$ cat src/rtl/byte_serial_tx_pkg.sv
// Shared types and constants for the byte-serial transmitter.
package byte_serial_tx_pkg;

  // Transmit FSM states, in frame order.
  typedef enum logic [2:0] {
    IDLE   = 3'd0,
    START  = 3'd1,
    DATA   = 3'd2,
    PARITY = 3'd3,
    STOP   = 3'd4
  } tx_state_t;

  // start + 8 data + parity + stop
  localparam int FRAME_BITS = 11;
  localparam int DATA_BITS  = 8;

  // Even parity: the bit that makes the total count of ones even.
  function automatic logic even_parity(input logic [DATA_BITS-1:0] data);
    return ^data;
  endfunction

endpackage

$ cat src/rtl/byte_serial_tx_sync_fifo.sv
// Small synchronous first-word-fall-through FIFO. The head entry is
// presented on pop_data whenever the FIFO is not empty. Pushes while full
// and pops while empty are ignored.
module sync_fifo #(
  parameter int WIDTH = 8,
  parameter int DEPTH = 4
) (
  input  logic                     clk,
  input  logic                     rst,
  input  logic                     push,
  input  logic [WIDTH-1:0]         push_data,
  input  logic                     pop,
  output logic [WIDTH-1:0]         pop_data,
  output logic                     full,
  output logic                     empty,
  output logic [$clog2(DEPTH):0]   level
);

  localparam int PTR_W = $clog2(DEPTH);
  localparam int LVL_W = PTR_W + 1;

  logic [WIDTH-1:0] mem_r [DEPTH];
  logic [PTR_W-1:0] wr_ptr_r;
  logic [PTR_W-1:0] rd_ptr_r;
  logic [LVL_W-1:0] level_r;
  logic             full_s;
  logic             empty_s;
  logic             do_push_s;
  logic             do_pop_s;

  assign full_s    = (level_r == LVL_W'(DEPTH));
  assign empty_s   = (level_r == {LVL_W{1'b0}});
  assign do_push_s = push & ~full_s;
  assign do_pop_s  = pop & ~empty_s;

  assign full     = full_s;
  assign empty    = empty_s;
  assign level    = level_r;
  assign pop_data = mem_r[rd_ptr_r];

  // Storage array: written on accepted pushes, contents not reset.
  always_ff @(posedge clk) begin
    if (do_push_s) begin
      mem_r[wr_ptr_r] <= push_data;
    end
  end

  // Pointers and occupancy; pointers wrap naturally since DEPTH is a power of 2.
  always_ff @(posedge clk) begin
    if (rst) begin
      wr_ptr_r <= {PTR_W{1'b0}};
      rd_ptr_r <= {PTR_W{1'b0}};
      level_r  <= {LVL_W{1'b0}};
    end else begin
      if (do_push_s) begin
        wr_ptr_r <= wr_ptr_r + {{(PTR_W-1){1'b0}}, 1'b1};
      end
      if (do_pop_s) begin
        rd_ptr_r <= rd_ptr_r + {{(PTR_W-1){1'b0}}, 1'b1};
      end
      case ({do_push_s, do_pop_s})
        2'b10:   level_r <= level_r + {{(LVL_W-1){1'b0}}, 1'b1};
        2'b01:   level_r <= level_r - {{(LVL_W-1){1'b0}}, 1'b1};
        default: level_r <= level_r;
      endcase
    end
  end

endmodule

$ cat src/rtl/byte_serial_tx.sv
// Byte-serial transmitter: buffers bytes from the upstream stage in a FIFO
// and sends each as start, 8 data bits LSB-first, even parity, stop.
module byte_serial_tx
  import byte_serial_tx_pkg::*;
#(
  parameter int DATA_W       = 8,
  parameter int CLKS_PER_BIT = 4,
  parameter int FIFO_DEPTH   = 4
) (
  input  logic                          clk,
  input  logic                          rst,
  input  logic [DATA_W-1:0]             in_data,
  input  logic                          in_valid,
  output logic                          in_ready,
  output logic                          tx_out,
  output logic                          tx_busy,
  output logic [$clog2(FIFO_DEPTH):0]   fifo_level
);

  localparam int CNT_W = $clog2(CLKS_PER_BIT);
  localparam int IDX_W = $clog2(DATA_BITS);
  localparam logic [CNT_W-1:0] CNT_LAST = CNT_W'(CLKS_PER_BIT - 1);
  localparam logic [IDX_W-1:0] IDX_LAST = IDX_W'(DATA_BITS - 1);

  tx_state_t         state_r;
  tx_state_t         state_next_s;
  logic [CNT_W-1:0]  bit_cnt_r;
  logic [CNT_W-1:0]  bit_cnt_next_s;
  logic [IDX_W-1:0]  bit_idx_r;
  logic [IDX_W-1:0]  bit_idx_next_s;
  logic [DATA_W-1:0] shift_r;
  logic [DATA_W-1:0] shift_next_s;
  logic              parity_r;
  logic              parity_next_s;
  logic              tx_out_r;
  logic              tx_out_next_s;
  logic              tx_busy_r;
  logic              tx_busy_next_s;
  logic              bit_end_s;
  logic              pop_s;

  logic [DATA_W-1:0]               fifo_head_s;
  logic                            fifo_full_s;
  logic                            fifo_empty_s;
  logic [$clog2(FIFO_DEPTH):0]     fifo_level_s;

  sync_fifo #(
    .WIDTH (DATA_W),
    .DEPTH (FIFO_DEPTH)
  ) u_fifo (
    .clk       (clk),
    .rst       (rst),
    .push      (in_valid),
    .push_data (in_data),
    .pop       (pop_s),
    .pop_data  (fifo_head_s),
    .full      (fifo_full_s),
    .empty     (fifo_empty_s),
    .level     (fifo_level_s)
  );

  // The FIFO ignores pushes while full, so in_ready alone gates the transfer.
  assign in_ready   = ~fifo_full_s;
  assign fifo_level = fifo_level_s;
  assign tx_out     = tx_out_r;
  assign tx_busy    = tx_busy_r;

  assign bit_end_s = (bit_cnt_r == CNT_LAST);

  // Next-state logic: bit timing, shifting, head pop and registered line value.
  always_comb begin
    state_next_s   = state_r;
    bit_cnt_next_s = bit_cnt_r;
    bit_idx_next_s = bit_idx_r;
    shift_next_s   = shift_r;
    parity_next_s  = parity_r;
    pop_s          = 1'b0;
    tx_out_next_s  = 1'b1;
    tx_busy_next_s = 1'b0;

    case (state_r)
      IDLE: begin
        if (!fifo_empty_s) begin
          pop_s          = 1'b1;
          shift_next_s   = fifo_head_s;
          parity_next_s  = even_parity(fifo_head_s);
          bit_cnt_next_s = {CNT_W{1'b0}};
          state_next_s   = START;
        end else begin
          bit_cnt_next_s = {CNT_W{1'b0}};
        end
      end
      START: begin
        if (bit_end_s) begin
          bit_cnt_next_s = {CNT_W{1'b0}};
          bit_idx_next_s = {IDX_W{1'b0}};
          state_next_s   = DATA;
        end else begin
          bit_cnt_next_s = bit_cnt_r + {{(CNT_W-1){1'b0}}, 1'b1};
        end
      end
      DATA: begin
        if (bit_end_s) begin
          bit_cnt_next_s = {CNT_W{1'b0}};
          if (bit_idx_r == IDX_LAST) begin
            state_next_s = PARITY;
          end else begin
            shift_next_s   = {1'b0, shift_r[DATA_W-1:1]};
            bit_idx_next_s = bit_idx_r + {{(IDX_W-1){1'b0}}, 1'b1};
          end
        end else begin
          bit_cnt_next_s = bit_cnt_r + {{(CNT_W-1){1'b0}}, 1'b1};
        end
      end
      PARITY: begin
        if (bit_end_s) begin
          bit_cnt_next_s = {CNT_W{1'b0}};
          state_next_s   = STOP;
        end else begin
          bit_cnt_next_s = bit_cnt_r + {{(CNT_W-1){1'b0}}, 1'b1};
        end
      end
      STOP: begin
        if (bit_end_s) begin
          bit_cnt_next_s = {CNT_W{1'b0}};
          // Chain straight into the next frame when a byte is waiting.
          if (!fifo_empty_s) begin
            pop_s         = 1'b1;
            shift_next_s  = fifo_head_s;
            parity_next_s = even_parity(fifo_head_s);
            state_next_s  = START;
          end else begin
            state_next_s  = IDLE;
          end
        end else begin
          bit_cnt_next_s = bit_cnt_r + {{(CNT_W-1){1'b0}}, 1'b1};
        end
      end
      default: begin
        bit_cnt_next_s = {CNT_W{1'b0}};
        state_next_s   = IDLE;
      end
    endcase

    // Line value is derived from the state being entered so tx_out can be a flop.
    case (state_next_s)
      IDLE:    tx_out_next_s = 1'b1;
      START:   tx_out_next_s = 1'b0;
      DATA:    tx_out_next_s = shift_next_s[0];
      PARITY:  tx_out_next_s = parity_next_s;
      STOP:    tx_out_next_s = 1'b1;
      default: tx_out_next_s = 1'b1;
    endcase

    tx_busy_next_s = (state_next_s != IDLE);
  end

  // FSM state, bit timing, shift register and registered outputs.
  always_ff @(posedge clk) begin
    if (rst) begin
      state_r   <= IDLE;
      bit_cnt_r <= {CNT_W{1'b0}};
      bit_idx_r <= {IDX_W{1'b0}};
      shift_r   <= {DATA_W{1'b0}};
      parity_r  <= 1'b0;
      tx_out_r  <= 1'b1;
      tx_busy_r <= 1'b0;
    end else begin
      state_r   <= state_next_s;
      bit_cnt_r <= bit_cnt_next_s;
      bit_idx_r <= bit_idx_next_s;
      shift_r   <= shift_next_s;
      parity_r  <= parity_next_s;
      tx_out_r  <= tx_out_next_s;
      tx_busy_r <= tx_busy_next_s;
    end
  end

endmodule

$ cat config.mk
export PLATFORM = sky130hd
export DESIGN_NAME = byte_serial_tx
export DESIGN_NICKNAME = d
export VERILOG_FILES = /design/src/rtl/byte_serial_tx_pkg.sv /design/src/rtl/byte_serial_tx_sync_fifo.sv /design/src/rtl/byte_serial_tx.sv
export SDC_FILE = /design/constraint.sdc
export NUM_CORES = 1
export LEC_CHECK = 0
export BUFFER_PORTS_ARGS = -buffer_cell sky130_fd_sc_hd__buf_2
export CAP_MARGIN = 20
export CELL_PAD_IN_SITES_DETAIL_PLACEMENT = 2
export CELL_PAD_IN_SITES_GLOBAL_PLACEMENT = 2
export CORE_ASPECT_RATIO = 1.75
export CORE_UTILIZATION = 38
export CTS_CLUSTER_SIZE = 10
export DETAILED_ROUTE_END_ITERATION = 10
export PLACE_DENSITY = 0.85
export SYNTH_ARGS = -nofsm -noshare
export SYNTH_HDL_FRONTEND = slang
export SYNTH_HIERARCHICAL = 1
export SYNTH_SLANG_ARGS = --single-unit
$ cat constraint.sdc
create_clock -name clk -period 2.6 [get_ports clk]
set_input_delay 0.13 -clock clk [delete_from_list [all_inputs] [get_ports clk]]
set_output_delay 0.13 -clock clk [all_outputs]
set_load 0.02 [all_outputs]
# ---- Word level (Yosys, flattened, before mapping)
# Memories as Yosys holds them, arrays and structs flattened. A register that Yosys moved wholly into a read port is not among the register bits.
# Index checks and enable logic that the tools add are counted.
dict set report totals {
  reg_bits 26
  ramBits 32
  in_bits 11
  output_inout_bits 6
  n_memories 1
}
dict set report op_classes {
  addsub 6
  eq_ne 16
  n_mux 29
  bitwise 5
  n_reduce_logical 11
}
# memory words word_bits rd rd_clocked_by_memory_dff wr line_no
set mem_list {}
lappend mem_list {u_fifo.mem_r 4 8 1 1 1 byte_serial_tx_sync_fifo.sv:22} ;# logic [WIDTH-1:0] mem_r [DEPTH];
# operator count
set ops {}
lappend ops {{$mux 8} 4}
lappend ops {{$mux 3} 9}
lappend ops {{$pmux 8 s3} 1}
lappend ops {{$pmux 3 s5} 1}
lappend ops {{$eq 3x2->1 const B} 4}
lappend ops {{$pmux 3 s2} 2}
lappend ops {{$eq 3x3->1 const B} 3}
lappend ops {{$ne 2x2->1 const B} 4}
lappend ops {{$reduce_and 4->1} 2}
lappend ops {{$reduce_xor 8->1} 1}
lappend ops {{$mux 1} 7}
lappend ops {{$add 2x1->2 const B} 3}
lappend ops {{$add 3x1->3 const B} 2}
lappend ops {{$eq 3x1->1 const B} 2}
lappend ops {{$logic_not 3->1} 2}
lappend ops {{$reduce_bool 3->1} 2}
lappend ops {{$eq 2x2->1 const B} 2}
lappend ops {{$mux 2} 2}
lappend ops {{$pmux 1 s2} 2}
lappend ops {{$reduce_bool 2->1} 2}
lappend ops {{$reduce_or 4->1} 1}
lappend ops {{$not 1->1} 3}
lappend ops {{$pmux 1 s3} 1}
lappend ops {{$reduce_or 3->1} 1}
lappend ops {{other kinds (3)} 4}

# ---- Logic depth before layout (Yosys ltp)
# Gate-level depths: netlist (run 1).
dict set report logic_depth {
  word_depth 7
  mapped_depth 11
  mapped_depth_nobuf 11
}

# ---- By module
# Netlist (run 1), hierarchy kept.
# module n_inst cells_each area_each_um2
set by_module_without_submodules {}
lappend by_module_without_submodules {sync_fifo 1 96 1635.3}
lappend by_module_without_submodules {byte_serial_tx 1 117 1133.6}

# ---- Least setup slack after synthesis (run 1)
# Ideal clock, no wire load.
dict set report synth_timing {
  path_kind {reg2reg}
  start {register u_fifo.level_r[0], in the netlist u_fifo/level[0]}
  end {register u_fifo.level_r[2], in the netlist u_fifo/level[2]}
  setup_ns 0.070
  t_arrival_ns 2.556
  required_ns 2.530
  slack_ns -0.026
  stages_incl_launch_ff 12
  n_path_buf 1
  path_cell_list {dfxtp_1 -> nor3_2 -> buf_2 -> nor4_4 -> o31ai_2 -> inv_1 -> ha_1 -> inv_1 -> fa_1 -> xor2_1 -> or3_1 -> a21oi_1}
}
dict set report synth_between {
  elab_chain_len 7
}
# element line_no
set synth_lines {}
lappend synth_lines {{start, declared} byte_serial_tx_sync_fifo.sv:25} ;# logic [LVL_W-1:0] level_r;
lappend synth_lines {{start signal, assigned} byte_serial_tx_sync_fifo.sv:53} ;# level_r <= {LVL_W{1'b0}};
lappend synth_lines {{start signal, assigned} byte_serial_tx_sync_fifo.sv:62} ;# 2'b10: level_r <= level_r + {{(LVL_W-1){1'b0}}, 1'b1};
lappend synth_lines {{start signal, assigned} byte_serial_tx_sync_fifo.sv:63} ;# 2'b01: level_r <= level_r - {{(LVL_W-1){1'b0}}, 1'b1};
lappend synth_lines {{$logic_not 3->1 *} byte_serial_tx_sync_fifo.sv:32} ;# assign empty_s = (level_r == {LVL_W{1'b0}});
lappend synth_lines {{via fifo_empty_s} byte_serial_tx.sv:44} ;# logic fifo_empty_s;
lappend synth_lines {{$mux 1 *} {byte_serial_tx.sv:83, byte_serial_tx.sv:127}}
lappend synth_lines {{$mux 1} byte_serial_tx.sv:124} ;# if (bit_end_s) begin
lappend synth_lines {{$pmux 1 s2 *} byte_serial_tx.sv:81} ;# case (state_r)
lappend synth_lines {{via pop_s} byte_serial_tx.sv:40} ;# logic pop_s;
lappend synth_lines {{$and 1x1->1 *} byte_serial_tx_sync_fifo.sv:34} ;# assign do_pop_s = pop & ~empty_s;
lappend synth_lines {{via u_fifo.do_pop_s} byte_serial_tx_sync_fifo.sv:29} ;# logic do_pop_s;
lappend synth_lines {{$eq 2x1->1 / $eq 2x2->1 (equally long branches)} byte_serial_tx_sync_fifo.sv:61} ;# case ({do_push_s, do_pop_s})
lappend synth_lines {{$pmux 3 s2 / $reduce_bool 2->1 (equally long branches)} -}
# Mark *: on every way through the listed nets, which the timed path passes. The rest lies on a longest branch.
# A chain may end at the register's enable or synchronous reset.

# ---- Final worst setup path (run 1)
dict set report layout_timing {
  start {register bit_cnt_r[0]}
  end {register u_fifo.level_r[2], in the netlist u_fifo/level[2]}
}
dict set report layout_between {
  elab_chain_len 6
}
# element line_no
set layout_lines {}
lappend layout_lines {{start, declared} byte_serial_tx.sv:27} ;# logic [CNT_W-1:0] bit_cnt_r;
lappend layout_lines {{start signal, assigned} byte_serial_tx.sv:162} ;# bit_cnt_r <= {CNT_W{1'b0}};
lappend layout_lines {{start signal, assigned} byte_serial_tx.sv:170} ;# bit_cnt_r <= bit_cnt_next_s;
lappend layout_lines {{$eq 2x2->1 *} byte_serial_tx.sv:68} ;# assign bit_end_s = (bit_cnt_r == CNT_LAST);
lappend layout_lines {{$mux 1 *} byte_serial_tx.sv:124}
lappend layout_lines {{$pmux 1 s2 *} byte_serial_tx.sv:81}
lappend layout_lines {{via pop_s} byte_serial_tx.sv:40}
lappend layout_lines {{$and 1x1->1 *} byte_serial_tx_sync_fifo.sv:34}
lappend layout_lines {{via u_fifo.do_pop_s} byte_serial_tx_sync_fifo.sv:29}
lappend layout_lines {{$eq 2x1->1 / $eq 2x2->1 (equally long branches)} byte_serial_tx_sync_fifo.sv:61}
lappend layout_lines {{$pmux 3 s2 / $reduce_bool 2->1 (equally long branches)} -}
lappend layout_lines {{end signal, assigned} byte_serial_tx_sync_fifo.sv:62}
lappend layout_lines {{end signal, assigned} byte_serial_tx_sync_fifo.sv:63}
lappend layout_lines {{end signal, assigned} byte_serial_tx_sync_fifo.sv:64} ;# default: level_r <= level_r;
# Marked as above.

==> results of run 1 <==
worst max-delay path: stages (launching register included):
cell and delay, ns:
dfxtp_2 0.34, ha_2 0.17, and2b_2 0.24, nor4_4 0.25, o31ai_4 0.15, inv_1 0.13, ha_4 0.15, inv_1 0.05
fa_2 0.33, xor2_1 0.17, or3_1 0.33, a21oi_2 0.14
timing repair:
item,4_1_cts,5_1_grt
setup buffers,3,0
gates resized for setup,5,3
pin swaps,2,1
endpoints found under the setup margin,1,1
routing by layer:
| layer | share of wire | up-vias | GRT usage |
|---|---|---|---|
| li1 | - | 842 | - |
| met3 | 0.024 | 14 | 0.0427 |
| met4 | 0.026 | 0 | 0.109 |
| met5 | 0 | - | 0 |
| met2 | 0.57 | 30 | 0.386 |
| met1 | 0.38 | 929 | 0.216 |
sequential cells by signal (all words and copies together), names as in the netlist, named ones only:
name,count
bit_cnt_r,2
u_fifo/rd_ptr_r,2
bit_idx_r,3
tx_busy,1
u_fifo/level,3
shift_r,8
u_fifo/wr_ptr_r,2
u_fifo/mem_r,32
state_r,3
tx_out,1
parity_r,1
power by group:
group / leakage (nW) / internal, mW / switching (mW) / total (mW)
clock: 0.167 / 0.937 / 0.436 / 1.37
combinational: 0.544 / 0.638 / 0.744 / 1.38
sequential: 0.524 / 1.18 / 0.172 / 1.35
cell type report:
class	instances	area (µm²)	share of cell area
clock inverters	6	113	0.0337
flip-flops and latches	60	1530	0.456
multi-input cells	132	1180	0.352
inverters	12	45.0	0.0135
clock buffers	10	229	0.0685
repair buffers	25	148	0.0441
well taps	84	105	0.0314
through the flow:
stage,setup WS (ns),power [mW],utilization,hold slack [ns],instance area [µm²]
2_1_floorplan,0.0418,2.25,-,0.203,2770
3_3_place_gp,0.261,2.52,0.424,0.338,2950
3_5_place_dp,0.118,2.61,0.424,0.348,2950
4_1_cts,0.0268,4.12,0.479,0.00469,3330
5_1_grt,0.0224,4.28,0.481,0.0140,3340
6_report,0.0774,4.11,0.481,0.0182,3340
logic make-up (layout without fill, tap and decap cells):
family / count (synthesis) / count (layout) / share of synthesized area
AOI/OAI and AO/OA: 50 / 50 / 0.123
xor gates and xnor gates: 11 / 11 / 0.0348
adders and majority gates: 9 / 9 / 0.0434
buffers and inverters: 21 / 53 / 0.0357
DFF: 60 / 60 / 0.549
muxes: 16 / 16 / 0.0967
and+or+nand+nor: 46 / 46 / 0.117
final timing paths:
path,startpoint,to,slack (ns),cells after the start
worst max register to register,bit_cnt_r[0],u_fifo/level[2],0.08,11
worst min register to register,bit_cnt_r[0],bit_cnt_r[0],0.43,1
worst max-delay path,bit_cnt_r[0],u_fifo/level[2],0.08,11
worst min-delay path,in_data[4],u_fifo/mem_r[1][4],0.02,1
layout by cell type (no fill, tap or decap), types with 5 or more instances in the layout:
cell type   n
buf_4       9
a21oi_1    15
mux2_2      6
mux4_2      8
dfxtp_1    24
inv_1      12
clkbuf_16   9
o21ai_0    10
buf_2      16
edfxtp_1   32
xnor2_1     7
and2_1      6
nor2_1     11
nand2_1     5
ha_1        6
a22oi_1     6
==> summary.md, run 1 <==
| Metric | Value |
|---|---|
| Yosys cell types | `52` |
| Die area | `7650 µm²` |
| PD cells | `1230 nW/µm²` |
| Total of warnings raised by yosys | `6` |
| Synth Register Bits | `60` |
| Initial antenna violation count | `0` |
| Vias | `1815` |
| DIE HEIGHT | `115 µm` |
| H-tree levels | `3` |
| Rows | `40` |
| Register area share after synthesis | `0.549` |
| Initial Util | `0.398` |
| Drc violations | `0` |
| Worst-skew pair later-pin latency | `0.33 ns` |
| First DRT Iteration DRCs | `65` |
| Startpoint Class | `flop` |
| Max Cap Viol | `0` |
| Crit path max fanout | `2` |
| # fillers | `658` |
| Vias per Instance | `5.52` |
| FFs w/ async S/R, synth | `0` |
| Sum Neg Setup Slack | `0 ns` |
| CTS buffer count | `9` |
| Vias in the first global route | `2073` |
| Setup-failing EPs final | `0` |
| Most frequent cell after synthesis | `edfxtp_1` |
| Final hold vios | `0` |
| Arr. time, crit path | `2.78 ns` |
| CTS tree | `done` |
| Slew HR | `0.602` |
| Fin crit share | `0.970` |
| Final nets | `260` |
| Post-Route WL | `7020 µm` |
| Grt ovf | `0` |
| Leakage | `1.23 nW` |
| Worst EP required | `2.85 ns` |
| Largest net degree at the start of global routing | `24` |
| Largest cells by area after synthesis | `edfxtp_1, dfxtp_1, mux4_2` |
| Post-Layout Cell Count | `329` |
| Final Critical Period | `2.52 ns` |
| Tightest Pin Transition | `0.596 ns` |
| Top_reg_cell synth | `edfxtp_1` |
| N_diodes | `0` |
| CP Capture Type | `flop` |
| RSZ-0062 raised after global routing | `no` |
| Mean post-synth cell area | `13.0 µm²` |
| Area grow syn2layout | `20.8%` |
| Gate Count Post-Synth | `213` |
| Routed len/inst | `21.3 µm` |
| Width of the die | `66.5 µm` |
| Antenna-violating nets left | `0` |
| Pre-antenna DRT Iters | `5` |
| Share of layout cells above drive strength 1 | `0.318` |
| Worst-path clk slew | `0.06 ns` |
| Fmax | `396 MHz` |
| Hold crit path type | `in2reg` |
| Core area | `6960 µm²` |
| Ports | `17` |
| Commonest cells post-synth | `edfxtp_1, dfxtp_1, a21oi_1` |
| Max Clock Skew | `0.00633 ns` |
| Crit path kind | `reg2reg` |
| GPL Wtd Cong | `0.695` |
| Worst VDD drop | `0.000898 V` |
| EDFF count, synth | `32` |
| Global-route wire length before repair | `11200 µm` |
| Syn Nets | `233` |
| Clock sinks | `60` |
| Status | `finished clean` |
| Placed cell count | `310` |
| Cts hold-fix bufs | `0` |
| Longest Clk Path Bufs | `2` |
| Top cell type's share of synthesized area | `0.347` |
| Root Driver | `clkbuf_16` |
| Total track usage | `0.210` |
| Port Buffers | `16` |
| DPL Wire Length | `4380 µm` |
| Post-Syn Area | `2770 µm²` |
| Max-slew violations | `0` |
| Yosys top cell by area | `edfxtp_1` |
No activity file was read; power rests on OpenSTA's default activity.
==> run 2: changes to the inputs <==
--- a/config.mk
+++ b/config.mk
@@ -10,10 +10,11 @@
 export CELL_PAD_IN_SITES_DETAIL_PLACEMENT = 2
 export CELL_PAD_IN_SITES_GLOBAL_PLACEMENT = 2
 export CORE_ASPECT_RATIO = 1.75
-export CORE_UTILIZATION = 38
+export CORE_UTILIZATION = 42
+export CTS_BUF_LIST = sky130_fd_sc_hd__clkbuf_16
 export CTS_CLUSTER_SIZE = 10
 export DETAILED_ROUTE_END_ITERATION = 10
-export PLACE_DENSITY = 0.85
+export PLACE_DENSITY = 0.88
 export SYNTH_ARGS = -nofsm -noshare
 export SYNTH_HDL_FRONTEND = slang
 export SYNTH_HIERARCHICAL = 1
==> constraint.sdc (replaced) <==
create_clock -name clk -period 2.7 [get_ports clk]
set_input_delay 0.135 -clock clk [delete_from_list [all_inputs] [get_ports clk]]
set_output_delay 0.135 -clock clk [all_outputs]
set_load 0.02 [all_outputs]
==> summary.md, run 2 (synthesis gave the netlist of run 1 again) <==
| Metric | Value |
|---|---|
| Routed len/inst | `19.8 µm` |
| Port Buffers | `16` |
| Crit path max fanout | `3` |
| Core area | `6280 µm²` |
| Arr. time, crit path | `2.78 ns` |
| Slew HR | `0.631` |
| Global-route wire length before repair | `10400 µm` |
| Pre-antenna DRT Iters | `4` |
| First DRT Iteration DRCs | `49` |
| Die area | `6930 µm²` |
| Initial Util | `0.441` |
| GPL Wtd Cong | `0.697` |
| CTS tree | `done` |
| N_diodes | `0` |
| Vias | `1766` |
| Hold crit path type | `in2reg` |
| Setup-failing EPs final | `0` |
| Share of layout cells above drive strength 1 | `0.278` |
| Total track usage | `0.212` |
| DIE HEIGHT | `109 µm` |
| Post-CTS Setup Inserts | `0` |
| Vias in the first global route | `2035` |
| Root Driver | `clkbuf_16` |
| Ports | `17` |
| Max-slew violations | `0` |
| Antenna-violating nets left | `0` |
| CTS buffer count | `9` |
| Largest register FFs | `32` |
| Area grow syn2layout | `15.9%` |
| Initial antenna violation count | `0` |
| Rows | `38` |
| Largest net degree at the start of global routing | `24` |
| Biggest regs | `u_fifo/mem_r (32), shift_r (8)` |
| Cts hold-fix bufs | `0` |
| Max Clock Skew | `0.00552 ns` |
| DPL Wire Length | `4320 µm` |
| Final hold vios | `0` |
| Vias per Instance | `5.50` |
| Grt ovf | `0` |
| Worst-skew pair later-pin latency | `0.33 ns` |
| Status | `finished clean` |
| Startpoint Class | `flop` |
| Fmax | `396 MHz` |
| Leakage | `1.17 nW` |
| Max Cap Viol | `0` |
| RSZ-0062 raised after global routing | `no` |
| Clock sinks | `60` |
| Biggest register | `u_fifo/mem_r` |
| H-tree levels | `3` |
| Longest Clk Path Bufs | `2` |
| Tightest Pin Transition | `0.553 ns` |
| Worst VDD drop | `0.000561 V` |
| Most frequent cells in the layout | `edfxtp_1, dfxtp_1, buf_2` |
| Crit path kind | `reg2reg` |
| Post-Route WL | `6350 µm` |
| Fin crit share | `0.936` |
| Most common cell after layout, fill and taps aside | `edfxtp_1` |
| Worst-path clk slew | `0.05 ns` |
| Sum Neg Setup Slack | `0 ns` |
| # fillers | `615` |
| PD cells | `1100 nW/µm²` |
| Width of the die | `63.4 µm` |
| Final nets | `256` |
| Final Util | `0.511` |
| Drc violations | `0` |
| CP Capture Type | `flop` |
| Final Critical Period | `2.53 ns` |
| Worst EP required | `2.95 ns` |
-- run 2: worst max-delay path: stages (launching register included) --
cell and delay [ns]:
dfxtp_1 0.34, ha_1 0.17, and2b_2 0.26, nor4_4 0.18, o31ai_2 0.13, inv_1 0.08
ha_2 0.19, inv_1 0.07, fa_1 0.38, xor2_1 0.16, or3_1 0.33, a21oi_2 0.17
-- run 2: through the flow --
stage | hold slack, ns | total power, mW | setup WS, ns | instance area (µm²) | std cells
after detailed placement | 0.353 | 2.51 | 0.197 | 2930 | 305
after floorplan | 0.208 | 2.17 | 0.0743 | 2770 | 213
after global routing | 0.0137 | 3.72 | 0.00560 | 3210 | 321
final | 0.0199 | 3.52 | 0.172 | 3210 | 321
after global placement | 0.345 | 2.44 | 0.363 | 2930 | 305
after CTS | 0.00975 | 3.56 | 0.102 | 3200 | 321
-- run 2: area by class of cell --
class / instances / area [µm²] / area share
clock buffer: 9 / 225 / 0.0702
clock inverter: 7 / 45.0 / 0.0140
sequential: 60 / 1520 / 0.474
multi-input combinational: 132 / 1150 / 0.360
timing repair buffer: 21 / 118 / 0.0366
tap: 80 / 100 / 0.0312
inverter: 12 / 45.0 / 0.0140
-- run 2: worst paths after layout --
| check | end | slack (ns) | cells past startpoint | from |
|---|---|---|---|---|
| max | u_fifo/level[2] | 0.17 | 11 | bit_cnt_r[0] |
| min | u_fifo/mem_r[0][2] | 0.02 | 1 | in_data[2] |
| max reg2reg | u_fifo/level[2] | 0.17 | 11 | bit_cnt_r[0] |
| min reg2reg | bit_cnt_r[0] | 0.43 | 1 | bit_cnt_r[0] |
-- run 2: layer usage --
metal / track usage / vias to the layer above / routed length [µm]
met1: 0.210 / 903 / 2430
met2: 0.392 / 20 / 3630
met3: 0.0467 / 9 / 126
met5: 0 / - / 0
li1: - / 834 / -
met4: 0.133 / 0 / 168
-- run 2: where the power goes --
part / total [mW] / internal [mW] / switching [mW] / leakage (nW)
clock: 1.01 / 0.612 / 0.401 / 0.119
combinational: 1.23 / 0.571 / 0.654 / 0.524
sequential: 1.29 / 1.13 / 0.155 / 0.523
total: 3.52 / 2.31 / 1.21 / 1.17
-- run 2: repair_timing --
action,CTS,global route
endpoints found under the setup margin,0,1
resized for setup,0,2
endpoints found under the hold margin,0,0
==> run 3: changes to the inputs <==
--- a/config.mk
+++ b/config.mk
@@ -10,12 +10,11 @@
 export CELL_PAD_IN_SITES_DETAIL_PLACEMENT = 2
 export CELL_PAD_IN_SITES_GLOBAL_PLACEMENT = 2
 export CORE_ASPECT_RATIO = 1.75
-export CORE_UTILIZATION = 42
+export CORE_UTILIZATION = 41
 export CTS_BUF_LIST = sky130_fd_sc_hd__clkbuf_16
 export CTS_CLUSTER_SIZE = 10
 export DETAILED_ROUTE_END_ITERATION = 10
-export PLACE_DENSITY = 0.88
+export PLACE_DENSITY = 0.87
 export SYNTH_ARGS = -nofsm -noshare
 export SYNTH_HDL_FRONTEND = slang
-export SYNTH_HIERARCHICAL = 1
 export SYNTH_SLANG_ARGS = --single-unit
==> summary.md, run 3 <==
| Metric | Value |
|---|---|
| Top Usage Layer GRT | `met2` |
| Arr. time, crit path | `2.63 ns` |
| Initial antenna violation count | `0` |
| Grt ovf | `0` |
| Vias | `1715` |
| Vias per Instance | `5.59` |
| EDFF count, synth | `32` |
| Cts hold-fix bufs | `0` |
| Largest cells by area after synthesis | `edfxtp_1, dfxtp_1, mux4_2` |
| Vias in the first global route | `1949` |
| Mean post-synth cell area | `12.7 µm²` |
| Final nets | `244` |
| CP max-delay cell | `dfxtp_1` |
| Met3 usage | `0.0579` |
| Max Clock Skew | `0.00838 ns` |
| Total of warnings raised by yosys | `0` |
| Post-CTS Setup Inserts | `0` |
| PD cells | `1220 nW/µm²` |
| Most common cell after layout, fill and taps aside | `edfxtp_1` |
| DPL Wire Length | `4090 µm` |
| Startpoint Class | `flop` |
| FF/Latch Area | `1520 µm²` |
| Most frequent cell after synthesis | `edfxtp_1` |
| Global-route wire length before repair | `10700 µm` |
| Multi-input logic area | `956 µm²` |
| Top cell type's share of synthesized area | `0.375` |
| Crit path max fanout | `13` |
| Biggest register | `u_fifo.mem_r` |
| Synth Register Bits | `60` |
| Die area | `6580 µm²` |
| # fillers | `564` |
| RR Startpoint | `state_r[2]` |
| Pre-antenna DRT Iters | `4` |
| Crit path kind | `reg2reg` |
| Total track usage | `0.240` |
| Most frequent cells in the layout | `edfxtp_1, dfxtp_1, nor2_1` |
| GPL Wtd Cong | `0.763` |
| CTS buffer count | `9` |
| DIE HEIGHT | `107 µm` |
| Core area | `5970 µm²` |
| Root Driver | `clkbuf_16` |
| Sum Neg Setup Slack | `0 ns` |
| CP Capture Type | `flop` |
| Max-slew violations | `0` |
| Largest register FFs | `32` |
| Biggest regs | `u_fifo.mem_r (32), shift_r (8)` |
| Antenna-violating nets left | `0` |
| Post-CTS sizing | `0` |
| Post-Route WL | `6640 µm` |
| Fin crit share | `0.882` |
| Largest net degree at the start of global routing | `25` |
| Rows | `37` |
| Hold endpoint | `u_fifo.mem_r[3][3]` |
| RSZ-0062 raised after global routing | `no` |
| CTS tree | `done` |
| FF-to-FF path depth | `8` |
| Drc violations | `0` |
| Commonest cells post-synth | `edfxtp_1, dfxtp_1, nor2_1` |
| Top_reg_cell synth | `edfxtp_1` |
| Met2 Track Usage GR | `0.405` |
| Overall power | `3.71 mW` |
| Hold crit path type | `in2reg` |
| Worst VDD drop | `0.000633 V` |
| Routed len/inst | `21.6 µm` |
| N_diodes | `0` |
| Place WS | `0.464 ns` |
| First DRT Iteration DRCs | `82` |
| Slew HR | `0.560` |
| Post-Syn Area | `2560 µm²` |
| Clock sinks | `60` |
| Ports | `17` |
| Setup-failing EPs final | `0` |
| CP top delay family | `simple AND/OR/NAND/NOR gates` |
| Leakage | `1.10 nW` |
| CP Buf/Inv Count | `1` |
| Initial Util | `0.429` |
| Syn Nets | `221` |
| Register area share after synthesis | `0.594` |
| Yosys cell types | `43` |
| Reg-to-reg critical path endpoint | `u_fifo.level[2]` |
| H-tree levels | `3` |
| Longest Clk Path Bufs | `2` |
| Yosys top cell by area | `edfxtp_1` |
| Hold Path Cell Cnt | `1` |
| Fmax | `420 MHz` |
| Setup ws final | `0.319 ns` |
| Area grow syn2layout | `18.9%` |
| Width of the die | `61.8 µm` |
| Gate Count Post-Synth | `201` |
| FFs w/ async S/R, synth | `0` |
| Final hold vios | `0` |
| Tightest Pin Transition | `0.655 ns` |
| Worst-path clk slew | `0.05 ns` |
| Max Cap Viol | `0` |
| Worst hold slack | `0.0124 ns` |
| Port Buffers | `16` |
| Worst-path cell chain | `nor2b_1 -> nor4_2 -> ha_1 -> inv_1 -> fa_1 -> xor2_1 -> or3_1 -> a21oi_1` |
| Worst-skew pair later-pin latency | `0.33 ns` |
| Met1 usage | `0.274` |
| Hold_sp | `in_data[3]` |
| Status | `finished clean` |
| Worst EP required | `2.95 ns` |
| Crit-path max cell delay | `0.44 ns` |
| Flop-to-flop setup slack | `0.32 ns` |
| Final Util | `0.510` |
| Final Critical Period | `2.38 ns` |
| Share of layout cells above drive strength 1 | `0.227` |
==> run 3: cells by family (layout without fill, tap and decap cells) <==
kind of cell,after synthesis,in the layout,share of synthesized area
DFF,60,60,0.594
muxes,10,10,0.0781
AOI/OAI and AO/OA,25,25,0.0742
buffers and inverters,18,46,0.0356
xor gates and xnor gates,13,13,0.0444
and+or+nand+nor,66,66,0.127
adders and majority gates,9,9,0.0469
==> run 3: worst max path at each step <==
stage / start / endpoint / cells past startpoint
floorplan: u_fifo.level[0] / u_fifo.level[2] / 9
global placement: state_r[2] / u_fifo.level[2] / 8
detailed placement: u_fifo.level[0] / u_fifo.level[2] / 10
CTS: state_r[2] / u_fifo.level[2] / 8
global route: u_fifo.level[1] / u_fifo.level[2] / 10
finish: state_r[2] / u_fifo.level[2] / 8
==> run 3: report_power, final <==
| group | leakage (nW) | switching, mW | total (mW) | internal, mW |
|---|---|---|---|---|
| registers | 0.523 | 0.149 | 1.30 | 1.15 |
| logic | 0.428 | 0.680 | 1.19 | 0.514 |
| clock network | 0.153 | 0.420 | 1.22 | 0.803 |
==> run 3: worst register-to-register path: stages, from the launching register on <==
cell and delay, ns:
dfxtp_1 0.44, nor2b_1 0.23, nor4_2 0.24, ha_1 0.25
inv_1 0.07, fa_1 0.37, xor2_1 0.16, or3_1 0.35
a21oi_1 0.19
==> run 3: metrics by stage <==
step           std cells  instance area, µm²
6_report             307                3050
5_1_grt              307                3050
4_1_cts              307                3050
3_5_place_dp         291                2730
3_3_place_gp         291                2730
2_1_floorplan        201                2560
==> run 3: routing by layer <==
metal	share of wire	routed length, µm
met1	0.38	2530
met2	0.56	3690
met3	0.027	177
met4	0.037	246
met5	0	0
==> run 3: area by class of cell <==
class	instances	share of cell area
flip-flops and latches	60	0.499
repair buffers	22	0.0411
clock inverters	7	0.0304
clock buffers	9	0.0739
multi-input cells	123	0.314
inverters	8	0.00985
well taps	78	0.0320
